`src/rtl/div_radix2_pkg.sv`:
```
// div_radix2_pkg
//   Shared definitions for the radix-2 restoring divider.
//   - divState_e : controller state encoding (IDLE / BUSY / DONE)
//   - DIV_ITER   : number of restoring iterations (one per quotient bit)
//   - CNT_W      : width of the iteration counter
package div_radix2_pkg;

  typedef enum logic [1:0] {
    IDLE = 2'b00,
    BUSY = 2'b01,
    DONE = 2'b10
  } divState_e;

  localparam int DIV_ITER = 32;
  localparam int CNT_W    = $clog2(DIV_ITER);

endpackage

```
`src/rtl/div_radix2_if.sv`:
```
// div_radix2_if
//   Request/response bundle between the EX stage and the divider.
//   Ports (as seen from the divider, modport slave):
//     start  in   divide request (already gated by flush in EX)
//     sign   in   1 = signed DIV, 0 = unsigned DIVU
//     a, b   in   dividend / divisor
//     cancel in   abort (exception / flush)
//     ack    in   EX advances, consumes a finished result
//     stall  out  hold IF/ID/EX while a divide is pending
//     ready  out  result valid
//     result out  {remainder, quotient} -> {HI, LO}
//   modport master is the EX-stage side (drives requests, reads results).
interface div_radix2_if #(
  parameter int WIDTH = 32
);
  logic               start;
  logic               sign;
  logic [WIDTH-1:0]   a;
  logic [WIDTH-1:0]   b;
  logic               cancel;
  logic               ack;
  logic               stall;
  logic               ready;
  logic [2*WIDTH-1:0] result;

  modport master (
    output start, sign, a, b, cancel, ack,
    input  stall, ready, result
  );

  modport slave (
    input  start, sign, a, b, cancel, ack,
    output stall, ready, result
  );
endinterface

```
`src/rtl/div_radix2.sv`:
```
// div_radix2
//   Multi-cycle radix-2 restoring divider for DIV / DIVU.
//   Operands are converted to magnitudes on acceptance, 32 restoring steps
//   produce the unsigned quotient/remainder, and the signs are applied on
//   the final step. Fixed latency, independent of operand values.
//   Ports:
//     clk  in  rising-edge clock
//     rst  in  asynchronous reset, active-low
//     bus  div_radix2_if.slave (start/sign/a/b/cancel/ack in,
//          stall/ready/result out)
module div_radix2
  import div_radix2_pkg::*;
#(
  parameter int WIDTH = 32
) (
  input  logic         clk,
  input  logic         rst,
  div_radix2_if.slave  bus
);

  localparam logic [WIDTH-1:0] ONE = {{(WIDTH-1){1'b0}}, 1'b1};

  divState_e          stateReg, stateNext;
  logic [CNT_W-1:0]   iterCnt;
  logic [2*WIDTH:0]   remQuo;     // {rem[WIDTH:0], quo[WIDTH-1:0]}
  logic [WIDTH-1:0]   divisor;
  logic               quoNeg;
  logic               remNeg;

  logic               accept;
  logic               lastIter;
  logic [WIDTH-1:0]   absA, absB;
  logic [WIDTH+1:0]   trial;
  logic [2*WIDTH:0]   stepNext;
  logic [WIDTH-1:0]   quoFix, remFix;
  logic               stallComb, readyComb;

  assign accept   = bus.start & ~bus.cancel;
  assign lastIter = (iterCnt == CNT_W'(DIV_ITER - 1));

  // Magnitudes; a negative value is only reinterpreted for signed requests.
  assign absA = (bus.sign && bus.a[WIDTH-1]) ? (~bus.a + ONE) : bus.a;
  assign absB = (bus.sign && bus.b[WIDTH-1]) ? (~bus.b + ONE) : bus.b;

  // The shifted partial remainder is {rem, quo MSB}. The stored remainder is
  // always below the divisor, so its top bit is zero and the top bit of the
  // difference is a clean borrow flag.
  assign trial = remQuo[2*WIDTH:WIDTH-1] - {2'b00, divisor};

  always_comb begin
    if (trial[WIDTH+1]) begin
      stepNext = {remQuo[2*WIDTH-1:0], 1'b0};
    end else begin
      stepNext = {trial[WIDTH:0], remQuo[WIDTH-2:0], 1'b1};
    end
  end

  assign quoFix = quoNeg ? (~stepNext[WIDTH-1:0] + ONE) : stepNext[WIDTH-1:0];
  assign remFix = remNeg ? (~stepNext[2*WIDTH-1:WIDTH] + ONE)
                         : stepNext[2*WIDTH-1:WIDTH];

  // State register
  always_ff @(posedge clk or negedge rst) begin
    if (!rst) begin
      stateReg <= IDLE;
    end else begin
      stateReg <= stateNext;
    end
  end

  // Next state and handshake outputs
  always_comb begin
    stateNext = stateReg;
    stallComb = 1'b0;
    readyComb = 1'b0;
    case (stateReg)
      IDLE: begin
        stallComb = accept;
        if (accept) stateNext = BUSY;
      end
      BUSY: begin
        stallComb = 1'b1;
        if (lastIter) stateNext = DONE;
      end
      DONE: begin
        readyComb = 1'b1;
        if (bus.ack) stateNext = IDLE;
      end
      default: stateNext = IDLE;
    endcase
    if (bus.cancel) stateNext = IDLE;
  end

  // Datapath. A cancelled divide leaves stale contents behind; they are never
  // visible because result is only driven in DONE and IDLE reloads on accept.
  always_ff @(posedge clk or negedge rst) begin
    if (!rst) begin
      iterCnt <= '0;
      remQuo  <= '0;
      divisor <= '0;
      quoNeg  <= 1'b0;
      remNeg  <= 1'b0;
    end else if (stateReg == IDLE && accept) begin
      iterCnt <= '0;
      remQuo  <= {{(WIDTH+1){1'b0}}, absA};
      divisor <= absB;
      quoNeg  <= bus.sign & (bus.a[WIDTH-1] ^ bus.b[WIDTH-1]);
      remNeg  <= bus.sign & bus.a[WIDTH-1];
    end else if (stateReg == BUSY && !bus.cancel) begin
      iterCnt <= iterCnt + 1'b1;
      if (lastIter) begin
        remQuo <= {stepNext[2*WIDTH], remFix, quoFix};
      end else begin
        remQuo <= stepNext;
      end
    end
  end

  // Outputs are forced low while reset is held, including the start path.
  assign bus.stall  = rst & stallComb;
  assign bus.ready  = rst & readyComb;
  assign bus.result = (stateReg == DONE) ? remQuo[2*WIDTH-1:0] : '0;

endmodule

```
`src/flat_wrapper.sv`:
```
// flat-port wrapper written by rule: the top's interface ports become plain ports
module div_radix2_flat import div_radix2_pkg::*;
#(
  parameter int WIDTH = 32
)
  (clk, rst, bus_start, bus_sign, bus_a, bus_b, bus_cancel, bus_ack, bus_stall, bus_ready, bus_result);
  div_radix2_if #(.WIDTH(WIDTH)) bus_i ();
  input  logic clk;
  input  logic rst;
  input wire logic [$bits(bus_i.start)-1:0] bus_start;
  input wire logic [$bits(bus_i.sign)-1:0] bus_sign;
  input wire logic [$bits(bus_i.a)-1:0] bus_a;
  input wire logic [$bits(bus_i.b)-1:0] bus_b;
  input wire logic [$bits(bus_i.cancel)-1:0] bus_cancel;
  input wire logic [$bits(bus_i.ack)-1:0] bus_ack;
  output wire logic [$bits(bus_i.stall)-1:0] bus_stall;
  output wire logic [$bits(bus_i.ready)-1:0] bus_ready;
  output wire logic [$bits(bus_i.result)-1:0] bus_result;
  assign bus_i.start = bus_start;
  assign bus_i.sign = bus_sign;
  assign bus_i.a = bus_a;
  assign bus_i.b = bus_b;
  assign bus_i.cancel = bus_cancel;
  assign bus_i.ack = bus_ack;
  assign bus_stall = bus_i.stall;
  assign bus_ready = bus_i.ready;
  assign bus_result = bus_i.result;
  div_radix2 #(.WIDTH(WIDTH)) u_core (.clk(clk), .rst(rst), .bus(bus_i));
endmodule
```
`config.mk`:
```
export PLATFORM = sky130hd
export DESIGN_NAME = div_radix2_flat
export DESIGN_NICKNAME = d
export VERILOG_FILES = /design/src/rtl/div_radix2_pkg.sv /design/src/rtl/div_radix2_if.sv /design/src/rtl/div_radix2.sv /design/src/flat_wrapper.sv
export SDC_FILE = /design/constraint.sdc
export NUM_CORES = 1
export LEC_CHECK = 0
export CAP_MARGIN = 0
export CORE_MARGIN = 3
export CORE_UTILIZATION = 35
export DETAILED_ROUTE_END_ITERATION = 7
export PLACE_DENSITY_LB_ADDON = 0.12
export SYNTH_ARGS = -nofsm -noshare
export SYNTH_HDL_FRONTEND = slang
export SYNTH_SLANG_ARGS = --single-unit
```
`constraint.sdc`:
```
create_clock -name clk -period 12.6 [get_ports clk]
set_clock_uncertainty 0.15 [all_clocks]
set_input_delay 2.52 -clock clk [delete_from_list [all_inputs] [get_ports clk]]
set_output_delay 2.52 -clock clk [all_outputs]
set_load 0.01 [all_outputs]
```
After elaboration in Yosys (flattened, before gate mapping)
Index checks and enable logic that the tools add are counted.
{"block": "classes", "eq_ne": 6, "n_reduce_logical": 8, "n_bitwise": 11, "addsub": 6, "mux": 18}
{"cell": "2-to-1 mux 65 bit", "n": 3}
{"cell": "adder 32 x 1 -> 32 bit, second input constant", "n": 4}
{"cell": "2-to-1 mux 32 bit", "n": 4}
{"cell": "2-to-1 mux 64 bit", "n": 2}
{"cell": "inverter 32 bit", "n": 4}
{"cell": "subtractor 34 x 32 -> 34 bit", "n": 1}
{"cell": "2-to-1 mux 5 bit", "n": 2}
{"cell": "2-to-1 mux 2 bit", "n": 4}
{"cell": "!= test 3 x 2 -> 1 bit, second input constant", "n": 2}
{"cell": "case mux 2 bit (3 select lines)", "n": 1}
{"cell": "adder 5 x 1 -> 5 bit, second input constant", "n": 1}
{"cell": "bitwise AND 1 bit", "n": 5}
{"cell": "== test 5 bit, second input constant", "n": 1}
{"cell": "logical AND 1 bit", "n": 4}
{"cell": "!= test 3 bit, second input constant", "n": 1}
{"cell": "AND reduction 3 bit", "n": 1}
{"cell": "== test 2 x 1 -> 1 bit, second input constant", "n": 1}
{"cell": "== test 2 bit, second input constant", "n": 1}
{"cell": "zero test 2 bit", "n": 1}
{"cell": "case mux 1 bit (2 select lines)", "n": 1}
{"cell": "nonzero test 2 bit", "n": 1}
{"cell": "zero test 1 bit", "n": 1}
{"cell": "2-to-1 mux 1 bit", "n": 1}
{"cell": "inverter 1 bit", "n": 1}
{"cell": "XOR 1 bit", "n": 1}
{"block": "word_totals", "regBits": 106, "elab_cells": 55}

Longest topological paths before layout
Gate-level depths: netlist of run 1.
{"block": "depth", "depth_word": 8, "ltp_mapped": 25}

Worst setup path after synthesis of run 1
No wires, ideal clock.
{"block": "synth_path", "path_kind": "input port to output port", "from": "input port bus_cancel", "to": "output port bus_stall", "t_required_ns": 9.930, "n_path_buf": 1, "slack_ns": 6.199, "t_arrival_ns": 3.731, "cell_stages": 4, "path_cell_list": "nor4b_1 > clkbuf_1 > nor2_1 > nor3b_1"}
{"block": "synth_between", "elab_chain_cells": 4}
{"item": "from (decl)", "line_no": "flat_wrapper.sv:14", "rtl": "input wire logic [$bits(bus_i.cancel)-1:0] bus_cancel;"}
{"item": "inverter 1 bit", "line_no": "div_radix2.sv:38", "rtl": "assign accept = bus.start & ~bus.cancel;"}
{"item": "bitwise AND 1 bit", "line_no": "div_radix2.sv:38"}
{"item": "case mux 1 bit (2 select lines)", "line_no": "div_radix2.sv:76", "rtl": "case (stateReg)"}
{"item": "bitwise AND 1 bit", "line_no": "div_radix2.sv:120", "rtl": "assign bus.stall = rst & stallComb;"}
{"item": "to (decl)", "line_no": "flat_wrapper.sv:16", "rtl": "output wire logic [$bits(bus_i.stall)-1:0] bus_stall;"}
Every way passes these cells.

Worst setup path in the final report of run 1
{"block": "layout_path", "from": "input port bus_start", "to": "output port bus_stall"}
{"block": "layout_between", "elab_chain_cells": 3}
{"item": "from (decl)", "line_no": "flat_wrapper.sv:10", "rtl": "input wire logic [$bits(bus_i.start)-1:0] bus_start;"}
{"item": "bitwise AND 1 bit", "line_no": "div_radix2.sv:38"}
{"item": "case mux 1 bit (2 select lines)", "line_no": "div_radix2.sv:76"}
{"item": "bitwise AND 1 bit", "line_no": "div_radix2.sv:120"}
Every way passes these cells.

==> flow_summary.toml, run 1 <==
[synth]
seq_area_frac_synth = 0.265
ys_ff_latch = 106
synth_area_leader_cell = "dfrtp_1"
synthTopCellsByArea = "dfrtp_1, xnor2_1, o21ai_0, nand2_1, xor2_1"
syn_inst = 1295
ys.flop_type = "dfrtp_1"
synth_edf_count = 0
synth_area_per_cell_um2 = 7.74
ys_top_cells_by_count = "nand2_1, o21ai_0, dfrtp_1"
netlist-cell-type-count = 85
synth_fp_nets = 1404
yosysMostFrequentCell = "nand2_1"
synth_top_area_frac = 0.265
async_reset_ff_frac = 1.00
syn-cell-area_um2 = 10000
yosys_warnings = 0

[detailed_routing]
drc = 0
route.vias.total = 9533
via_per_inst = 5.42
wl_mm = 32.0
detail-route-antenna-nets = 0
firstDrtPassIters = 5
post_drt_wl_per_cell_um = 18.2
drt-initial-drc-count = 575

[floorplanning]
dieArea_um2 = 30700
die_h_um = 175
row_count = 61
start_util = 0.358
io_pins = 136
core_area_um2 = 28000
die_w_um = 175

[worst_setup_path]
end_kind = "output port"
crit_required_ps = 9930
worstPathArrival_ps = 4380
crit_fanout = 23
r2r_cells = 18
reg2reg_to = "u_core.remQuo[62]"
reg2reg_from = "u_core.remQuo[35]"
critPathBufInv = 3
critPathSlowestCell = "clkdlybuf4s50_1"
startpoint_type = "primary input"
path_cells = "clkdlybuf4s50_1 -> nor4b_2 -> buf_4 -> nor2_1 -> nor3b_1 -> clkdlybuf4s50_1"
slowest_delay_ps = 570
critical-path-top-delay-family = "buffers and inverters"
worst_path_most_repeated_cell = "clkdlybuf4s50_1"
r2r_slack_ps = 6510
path_class = "primary input to output port"

[clock_tree]
post_cts_resized = 0
cts-root-buf = "clkbuf_16"
post_cts_buffers = 0
insertion_delay_ps = 360
hold_buffers = 0
clk_path_buf_depth = 2
cts_tree = "yes"
clkTransAtPathRegs_ps = 70
cts_sinks = 106
htree_levels = 3
numCtsBuffers = 9

[min_path]
hold_path_class = "register to register"
hold_end = "u_core.divisor[3]"
hold_start = "u_core.divisor[3]"
min_path_cells = 2

[power_and_ir_drop]
leakagePower_nw = 4.69
ir_drop_mv = 0.0632
p_per_area_nw_per_um2 = 115

[place]
place_hpwl_mm = 24.0
dpl_cell_area_um2 = 11600
portBuffers = 135
gp_congestion = 0.861

[sta]
post-route-period-util = 0.559
period_needed_ps = 7050
setup_viol = 0
max_freq_mhz = 142
worst_pin_slew_ps = 877
slew_violations = 0
hold_viol = 0
rsz0062_at_grt = "no"
fin_tns_setup_ps = 0
relSlewSlack = 0.414

[grt]
grt_overflow = 0
antenna_found_initial = 0
grt_pass1_vias = 9218
grt_max_degree = 92
grt_usage = 0.206
grt_pass1_wl_mm = 51.2

[final_layout]
stdcell_area_um2 = 11900
antennaDiodeCount = 0
area_growth_pct = 18.9
final_layout_size_suffix_gt1_frac = 0.0362
final_nets = 1486

[outcome]
status = "finished, final reports clean"

[job]
drv_cap = 0
-- sequential cells by signal, summed over array words and instances, names as in the netlist --
name / count
u_core.iterCnt: 5
u_core.remNeg: 1
u_core.divisor: 32
u_core.stateReg: 2
u_core.quoNeg: 1
u_core.remQuo: 65
-- final cells by class --
type                    instances  area [um2]
well taps                     378         473
inverters                      54         203
repair buffers                142        1400
flip-flops and latches        106        2650
multi-input cells            1064        6900
fillers                      2911       16100
clock buffers                  11         253
clock inverters                 5        43.8
-- cells in the final DEF (no fill, tap or decap), types with 15 or more instances in the layout --
cell | Yosys | final
a21oi_1 | 73 | 73
and2_1 | 74 | 74
clkdlybuf4s50_1 | 0 | 134
dfrtp_1 | 106 | 106
ha_1 | 38 | 38
inv_1 | 53 | 53
mux2i_1 | 23 | 23
nand2_1 | 149 | 149
nand3_1 | 19 | 19
nor2_1 | 87 | 86
nor3_1 | 41 | 41
o211ai_1 | 24 | 24
o21ai_0 | 124 | 124
o21ai_1 | 26 | 26
o31ai_1 | 19 | 19
or3_1 | 15 | 15
xnor2_1 | 88 | 88
xor2_1 | 55 | 55
-- where the power goes --
part	internal [W]	total, W	leakage (nW)	switching [W]
logic	0.000241	0.000613	3.18	0.000373
clock network	0.000148	0.000298	0.140	0.000150
registers	0.000392	0.000456	1.36	0.0000640
total	0.000781	0.00137	4.69	0.000587
-- worst max-delay path by stage --
stage,start,endpoint,slack [ps],cells after the start
after floorplan,bus_cancel,bus_stall,6200,4
after global placement,bus_cancel,bus_stall,5520,6
after detailed placement,bus_cancel,bus_stall,5540,6
after CTS,bus_start,bus_stall,5520,6
after global routing,bus_start,bus_stall,5390,6
final,bus_start,bus_stall,5550,6
-- metrics by stage --
stage | utilization | hold WS [ps] | worst slack [ps] | total power (W) | instances
4_1_cts | 0.426 | 339 | 5520 | 0.00137 | 1760
3_5_place_dp | 0.415 | 322 | 5540 | 0.00107 | 1744
5_1_grt | 0.426 | 365 | 5390 | 0.00146 | 1760
3_3_place_gp | 0.415 | 312 | 5520 | 0.00107 | 1744
2_1_floorplan | - | 300 | 6200 | 0.000888 | 1295
6_report | 0.426 | 330 | 5550 | 0.00137 | 1760
-- metal layers --
metal  part of all wire  wire [um]  track usage  up-vias
met5                  0          0            0        -
met4              0.012        396       0.0439        0
met3              0.034       1100       0.0201       26
met2               0.45      14300        0.326      191
met1               0.51      16200        0.307     4524
li1                   -          -            -     4792
-- cell families (layout without fill, tap and decap cells) --
kind of cell | Yosys count | in the layout | share of synthesized area
muxes | 28 | 28 | 0.0289
DFF | 106 | 106 | 0.265
xor gates and xnor gates | 143 | 143 | 0.125
buffers and inverters | 125 | 212 | 0.0499
adders and majority gates | 39 | 39 | 0.0494
AOI/OAI and AO/OA | 391 | 391 | 0.251
and+or+nand+nor | 463 | 463 | 0.231
-- worst min-delay path: cells and delay by family (launching register included) --
kind | cells | cell delay (ps)
and+or+nand+nor | 1 | 50
DFF | 1 | 340
AOI/OAI and AO/OA | 1 | 60
Note: power is estimated with default switching activity, not from simulation.
==> inputs of run 2 (changes only) <==
clock period = 5.9 ns   (was 12.6 ns; I/O delays follow)
==> run 2 against run 1 <==
  * Sequential share of layout area is 0.12 points lower
  * Hold slack better by 3.0 ps
  * Combinational power is 120% higher
  * Design area is 0.53% higher
  * Utilization is 0.22 points higher
  * Non-clock buffer count is 4 higher
  * Cell count is 0.23% higher
  * Via count is 0.93% higher
  * Wire length is 2.2% higher
  * Total power is 120% higher
  * Register-to-register slack worse by 5900 ps
==> flow_summary.toml, run 2 (synthesis gave the netlist of run 1 again) <==
[final_layout]
utilization = 0.428
top_regs = "u_core.remQuo: 65 flops, u_core.divisor: 32 flops, u_core.iterCnt: 5 flops"
final_layout_size_suffix_gt1_frac = 0.0382
final_common_cell = "nand2_1"
final_nets = 1490
area_growth_pct = 19.5
fillers = 2931
largest-register = "u_core.remQuo"
mostFrequentLayoutCells = "nand2_1, clkdlybuf4s50_1, o21ai_0, dfrtp_1, xnor2_1"
largest_reg_flops = 65
antennaDiodeCount = 0
stdcell_area_um2 = 12000

[clock_tree]
clk_path_buf_depth = 2
insertion_delay_ps = 370
cts_sinks = 106
hold_buffers = 0
numCtsBuffers = 9
htree_levels = 3
post_cts_resized = 0
post_cts_buffers = 0
clkTransAtPathRegs_ps = 80
cts_tree = "yes"
cts-root-buf = "clkbuf_16"

[sta]
period_needed_ps = 5290
fin_tns_setup_ps = 0
rsz0062_at_grt = "no"
hold_viol = 0
slew_violations = 0
worst_pin_slew_ps = 976
relSlewSlack = 0.349
fin_ws_ps = 613
post-route-period-util = 0.896
setup_viol = 0
max_freq_mhz = 189

[grt]
grt_pass1_vias = 9209
grt_usage = 0.210
grt_pass1_wl_mm = 52.0
grt_max_degree = 103
grt_overflow = 0
antenna_found_initial = 0

[place]
gp_congestion = 0.927
place_hpwl_mm = 24.9
portBuffers = 135
dp_slack_ps = 676
dpl_cell_area_um2 = 11700

[worst_setup_path]
end_kind = "register"
path_cells = "ha_1 -> nand2_1 -> a211oi_2 -> o211ai_1 -> a311oi_2 -> o21a_2 -> nor2_8 -> inv_2 -> buf_4 -> nor2_1 -> a21oi_1 -> ha_1 -> inv_1 -> nor4b_1 -> o211ai_1 -> o41a_1 -> nor3_4 -> a41oi_1 -> xnor2_1 -> o21ai_1"
critPathSlowestCell = "a311oi_2"
slowest_delay_ps = 490
startpoint_type = "register"
path_class = "register to register"
worstPathArrival_ps = 5350
crit_required_ps = 5970
crit_fanout = 26

[detailed_routing]
post_drt_wl_per_cell_um = 18.5
drt-initial-drc-count = 662
drc = 0
detail-route-antenna-nets = 0
route.vias.total = 9622
via_per_inst = 5.45
firstDrtPassIters = 5
met1_length_mm = 16.5
routed.top_layer = "met4"
wl_mm = 32.7
wl_met2_mm = 14.2
wl_met3_mm = 1.50

[floorplanning]
core_area_um2 = 28000
dieArea_um2 = 30700
row_count = 61
die_w_um = 175
die_h_um = 175
start_util = 0.358
io_pins = 136

[power_and_ir_drop]
p_per_area_nw_per_um2 = 250
p_total_w = 0.00300
leakagePower_nw = 4.72
ir_drop_mv = 0.199

[outcome]
status = "finished, final reports clean"

[job]
drv_cap = 0

[min_path]
hold_path_class = "register to register"
[run 2: where the power goes]
group	internal [W]	switching, W	total, W
Sequential	0.000838	0.000132	0.000970
Clock	0.000379	0.000317	0.000695
Combinational	0.000517	0.000814	0.00133
[run 2: per-layer routing]
layer  GRT usage  vias to the layer above
met5           0                        -
met4      0.0479                        0
met2       0.320                      244
li1            -                     4792
met1       0.316                     4557
met3      0.0255                       29
[run 2: cell type report]
| type | count | area (um2) | area share |
|---|---|---|---|
| inverters | 54 | 203 | 0.0169 |
| well taps | 378 | 473 | 0.0395 |
| clock buffers | 10 | 229 | 0.0191 |
| clock inverters | 6 | 100 | 0.00835 |
| multi-input cells | 1064 | 6900 | 0.575 |
| flip-flops and latches | 106 | 2650 | 0.221 |
| repair buffers | 146 | 1430 | 0.119 |
[run 2: path summary, 6_finish.rpt]
path | from | endpoint | slack, ps | depth (start not counted)
max | u_core.remQuo[35] | u_core.remQuo[62] | 610 | 20
min | u_core.divisor[26] | u_core.divisor[26] | 330 | 2
max reg2reg | u_core.remQuo[35] | u_core.remQuo[62] | 610 | 20
min reg2reg | u_core.divisor[26] | u_core.divisor[26] | 330 | 2
max in group asynchronous | rst | u_core.remQuo[36] | 4140 | 2
min in group asynchronous | rst | u_core.stateReg[1] | 450 | 1
[run 2: worst max-delay path, delay by kind of cell (launching register included)]
| kind | cells | cell delay (ps) |
|---|---|---|
| xor+xnor | 1 | 190 |
| compound gates | 9 | 2290 |
| simple gates | 5 | 1010 |
| buf+inv | 3 | 410 |
| fa+ha+maj | 2 | 660 |
| flops | 1 | 440 |
[run 2: through the flow]
step | hold WS [ps] | cells
floorplan | 300 | 1295
global route | 353 | 1764
finish | 333 | 1764
global placement | 312 | 1748
detailed placement | 321 | 1748
CTS | 337 | 1764
